===== src/rtl/sram_bus_arbiter.sv =====
// Shares the single SRAM-like bus between instruction fetch and load/store.
// Handles one transaction at a time (address phase, then data phase) and alternates grants on ties.
module sram_bus_arbiter #(
    parameter int unsigned ADDR_W = 32,
    parameter int unsigned DATA_W = 32
) (
    input  logic              clk,
    input  logic              rst,
    input  logic              inst_en,
    input  logic [ADDR_W-1:0] inst_addr,
    output logic [DATA_W-1:0] inst_rdata,
    output logic              inst_ready,
    input  logic              data_en,
    input  logic              data_we,
    input  logic [3:0]        data_sel,
    input  logic [ADDR_W-1:0] data_addr,
    input  logic [DATA_W-1:0] data_wdata,
    output logic [DATA_W-1:0] data_rdata,
    output logic              data_ready,
    output logic              bus_req,
    output logic              bus_wr,
    output logic [1:0]        bus_size,
    output logic [ADDR_W-1:0] bus_addr,
    output logic [DATA_W-1:0] bus_wdata,
    input  logic              bus_addr_ok,
    input  logic              bus_data_ok,
    input  logic [DATA_W-1:0] bus_rdata,
    output logic              stall_req
);

    typedef enum logic [1:0] {StIdle, StAddr, StWait} state_e;
    typedef enum logic {GntInst, GntData} gnt_e;

    state_e            state_q, state_d;
    gnt_e              gnt_q, gnt_d;
    gnt_e              last_q, last_d;
    logic              wr_q, wr_d;
    logic              inst_ready_q, inst_ready_d;
    logic              data_ready_q, data_ready_d;
    logic [DATA_W-1:0] inst_rdata_q, inst_rdata_d;
    logic [DATA_W-1:0] data_rdata_q, data_rdata_d;

    logic inst_elig, data_elig;

    function automatic logic [1:0] sel_to_size(input logic [3:0] sel);
        case (sel)
            4'b0001, 4'b0010, 4'b0100, 4'b1000: sel_to_size = 2'd0;
            4'b0011, 4'b1100:                   sel_to_size = 2'd1;
            default:                            sel_to_size = 2'd2;
        endcase
    endfunction

    // A requester still holding en during its ready pulse must not be re-granted.
    assign inst_elig = inst_en & ~inst_ready_q;
    assign data_elig = data_en & ~data_ready_q;

    always_comb begin
        state_d      = state_q;
        gnt_d        = gnt_q;
        last_d       = last_q;
        wr_d         = wr_q;
        inst_ready_d = 1'b0;
        data_ready_d = 1'b0;
        inst_rdata_d = inst_rdata_q;
        data_rdata_d = data_rdata_q;
        unique case (state_q)
            StIdle: begin
                if (inst_elig && data_elig) begin
                    gnt_d = (last_q == GntInst) ? GntData : GntInst;
                end else if (data_elig) begin
                    gnt_d = GntData;
                end else if (inst_elig) begin
                    gnt_d = GntInst;
                end
                if (inst_elig || data_elig) begin
                    last_d  = gnt_d;
                    wr_d    = (gnt_d == GntData) ? data_we : 1'b0;
                    state_d = StAddr;
                end
            end
            StAddr: begin
                if (bus_addr_ok) begin
                    state_d = StWait;
                end
            end
            StWait: begin
                if (bus_data_ok) begin
                    if (gnt_q == GntData) begin
                        data_ready_d = 1'b1;
                        if (!wr_q) begin
                            data_rdata_d = bus_rdata;
                        end
                    end else begin
                        inst_ready_d = 1'b1;
                        inst_rdata_d = bus_rdata;
                    end
                    state_d = StIdle;
                end
            end
            default: state_d = StIdle;
        endcase
    end

    always_ff @(posedge clk) begin
        if (!rst) begin
            state_q      <= StIdle;
            gnt_q        <= GntInst;
            last_q       <= GntInst;
            wr_q         <= 1'b0;
            inst_ready_q <= 1'b0;
            data_ready_q <= 1'b0;
            inst_rdata_q <= '0;
            data_rdata_q <= '0;
        end else begin
            state_q      <= state_d;
            gnt_q        <= gnt_d;
            last_q       <= last_d;
            wr_q         <= wr_d;
            inst_ready_q <= inst_ready_d;
            data_ready_q <= data_ready_d;
            inst_rdata_q <= inst_rdata_d;
            data_rdata_q <= data_rdata_d;
        end
    end

    // Address-phase fields follow the granted requester's live inputs.
    always_comb begin
        bus_req   = 1'b0;
        bus_wr    = 1'b0;
        bus_size  = 2'd0;
        bus_addr  = '0;
        bus_wdata = '0;
        if (state_q == StAddr) begin
            bus_req = 1'b1;
            if (gnt_q == GntData) begin
                bus_wr    = data_we;
                bus_size  = sel_to_size(data_sel);
                bus_addr  = data_addr;
                bus_wdata = data_wdata;
            end else begin
                bus_size  = 2'd2;
                bus_addr  = inst_addr;
            end
        end
    end

    assign inst_ready = inst_ready_q;
    assign data_ready = data_ready_q;
    assign inst_rdata = inst_rdata_q;
    assign data_rdata = data_rdata_q;
    assign stall_req  = (inst_en & ~inst_ready_q) | (data_en & ~data_ready_q);

endmodule


===== config.mk =====
export PLATFORM = sky130hd
export DESIGN_NAME = sram_bus_arbiter
export DESIGN_NICKNAME = d
export VERILOG_FILES = /design/src/rtl/sram_bus_arbiter.sv
export SDC_FILE = /design/constraint.sdc
export NUM_CORES = 1
export LEC_CHECK = 0
export BUFFER_PORTS_ARGS = -buffer_cell sky130_fd_sc_hd__buf_2
export CAP_MARGIN = 20
export CORE_AREA = 2 2 108 110
export DETAILED_ROUTE_END_ITERATION = 8
export DIE_AREA = 0 0 110 112
export PLACE_DENSITY = 0.75
export SYNTH_ARGS = -nofsm -noshare
export SYNTH_HDL_FRONTEND = slang
export SYNTH_SLANG_ARGS = --single-unit

===== constraint.sdc =====
create_clock -name clk -period 1.9 [get_ports clk]
set_input_delay 0.095 -clock clk [delete_from_list [all_inputs] [get_ports clk]]
set_output_delay 0.095 -clock clk [all_outputs]
set_load 0.05 [all_outputs]

==> out/results.ini <==
[timing]
max_freq_mhz = 556
finalHoldViolations = 0
rsz0062_at_grt = false
whs_ps = 15.6
timing.final.max_slew_violations = 0
tns_ps = 0
skew_ps = 6.66
max_slew_margin_pct = 55.9
finalSetupViolations = 0
finalCritPeriodShare_pct = 94.6
period_minus_slack_ps = 1800
worstMarginPinSlew_ps = 661

[logic_synthesis]
syn_nets = 575
yosys_warnings = 0
yosysTopAreaCell = dfxtp_1
ys_seq_elements = 71
synth.distinct_cells = 30
syn-instance-count = 436
synth_top_area_share_pct = 40.9
seq_area_frac_synth_pct = 40.9
avgSynthCellArea_um2 = 7.97
synth.area.top_cells = dfxtp_1, mux2i_1, nand2_1
syn-cell-area_um2 = 3480

[clock_network]
post_cts_buffers = 0
cts_buffers = 9
ctsLongestPathBuffers = 2
cts_sinks = 71
clockRootBuffer = clkbuf_16
clk_pin_slew_ps = 60
cts_tree = built
cts_max_level = 3
clk_latency_ps = 330

[floorplan]
die_w_um = 110
core-area_um2 = 11200
row_count = 39
io_pins = 274
die_y_um = 112
start_util_pct = 31.1
dieArea_um2 = 12300

[grt]
first_global_vias = 3669
grt.overflow.total = 0
grt_busiest_layer = met2
grt_use_total_pct = 21.3
grt_use_met1_pct = 25.4
met3_usage_pct = 7.03
gr-usage-met2_pct = 34.9
grt_max_degree = 42
grt_pass1_wl_mm = 19.7
antenna_found_initial = 1

[critical_path]
cp.required_ps = 1800
cp.depth = 4
worst-path-buf-inv = 2
arrival_ps = 1700
crit_chain = buf_12, mux2i_1, nor2_1, buf_2
critPathTopFamily = flip-flops
cpPeakStageDelay_ps = 540
r2r_cells = 4
critPathCaptureType = output port
cp_slowest_cell = dfxtp_4
start_kind = flip-flop
path_max_fanout = 38
path_class = flip-flop to output port

[placed_design]
place_hpwl_mm = 10.5
io_buffers = 273
place_congestion = 0.902

[route]
drc = 0
drtPass1Iterations = 4
drt-total-wl_mm = 13.4
avgViaCountPerCell = 4.61
vias = 3875
drt-initial-drc-count = 264
ant_nets = 0
routedWlPerCell_um = 16.0

[power_and_ir_drop]
pwr_density_cell_nw_per_um2 = 797
vdd_ir_drop_max_mv = 0.439
p_leak_uw = 0.00274

[hold_path]
hold_depth = 3
hp-class = input pin to flip-flop

[flow_run]
max-cap-violations = 0

[run_status]
status = completed

[final_layout]
drive_gt1_share_pct = 43.6
syn_to_final_growth_pct = 50.4
final_nets = 830

## worst paths after layout
| check | slack (ps) | start | endpoint |
|---|---|---|---|
| setup / recovery | 100 | gnt_q$_SDFFE_PN0N_ | bus_addr[1] |
| hold / removal | 20 | bus_rdata[24] | inst_rdata[24]$_SDFFE_PN0P_ |
| setup reg to reg | 460 | gnt_q$_SDFFE_PN0N_ | inst_rdata[20]$_SDFFE_PN0P_ |
| hold reg to reg | 450 | inst_rdata[15]$_SDFFE_PN0P_ | inst_rdata[15]$_SDFFE_PN0P_ |
## metrics by stage
step,total power (µW),instance area [µm²],util (%),setup WS [ps],cells
3_3_place_gp,2520,4920,44.1,294,823
4_1_cts,4200,5220,46.7,70.6,838
3_5_place_dp,2520,4920,44.1,266,823
6_report,4170,5230,46.8,102,840
2_1_floorplan,2200,3480,-,37.4,436
5_1_grt,4350,5230,46.8,1.30,839
## worst reg2reg max path, stage by stage, from the launching register on
cell and delay (ps):
dfxtp_4 540, nand4bb_1 180, buf_4 340, nand2_1 130
a21oi_1 170
## cell type report
| type | count | area, µm² |
|---|---|---|
| Timing Repair Buffer | 283 | 1480 |
| Tap cell | 143 | 179 |
| Multi-Input combinational cell | 323 | 1830 |
| Sequential cell | 71 | 1430 |
| Clock inverter | 4 | 45.0 |
| Fill cell | 1176 | 5940 |
| Antenna cell | 2 | 5.00 |
| Inverter | 3 | 13.8 |
| Clock buffer | 11 | 253 |
## cells in the final DEF, fill, tap and decap left out, drive strengths merged
cell,count
buf,283
nand2,132
dfxtp,71
mux2i,64
nor2,41
a21oi,35
and3,33
clkbuf,11
nand2b,3
clkinv,3
inv,3
diode,2
nor4bb,1
a31oi,1
xor2,1
nand4b,1
and4bb,1
nand4bb,1
nor3b,1
nor4b,1
o21ai,1
o31ai,1
nor4,1
nor3,1
a211oi,1
o22ai,1
o21a,1
bufinv,1
## what timing repair did
| item | CTS | global route |
|---|---|---|
| pin swaps | 0 | 0 |
| gates resized for setup | 1 | 2 |
| hold endpoints to repair | 0 | 0 |
| endpoints found under the setup margin | 12 | 1 |
| hold buffers | 0 | 0 |
## power breakdown
part	switching [µW]	total, µW	internal, µW
Sequential	28.8	1540	1510
Combinational	654	951	296
Clock	604	1680	1070
## metal layers
layer / wire length (µm) / share of wire, %
met3: 1370 / 10
met5: 0 / 0
met2: 6400 / 48
met4: 308 / 2.3
met1: 5360 / 40
## flip-flops by register name (all words and copies together), names as in the netlist
register and flops:
data_rdata 32, inst_rdata 32, state_q 2, data_ready 1, gnt_q 1, inst_ready 1
last_q 1, wr_q 1
## synthesized netlist by cell type, drive strengths merged
cell type  number
nor4            1
mux2i          64
a211oi          1
a21oi          35
nand2         132
nor3            1
o31ai           1
o21ai           1
nor4b           1
a31oi           1
clkbuf         12
and3           33
xor2            1
buf            27
nor2           41
and4bb          1
nand4bb         1
dfxtp          71
nor4bb          1
o21a            1
nand2b          3
inv             3
o22ai           1
nor3b           1
nand4b          1
## cell families (layout without fill, tap and decap cells)
kind of cell / count (synthesis) / count (layout) / share of synthesized area, %
other: 0 / 2 / 0
AO/OA/AOI/OAI: 41 / 41 / 6.19
AND/OR/NAND/NOR: 217 / 217 / 27.8
flip-flops: 71 / 71 / 40.9
XOR/XNOR: 1 / 1 / 0.252
multiplexers: 64 / 64 / 18.4
buffers and inverters: 42 / 301 / 6.44
Note: power is estimated with default switching activity, not from simulation.
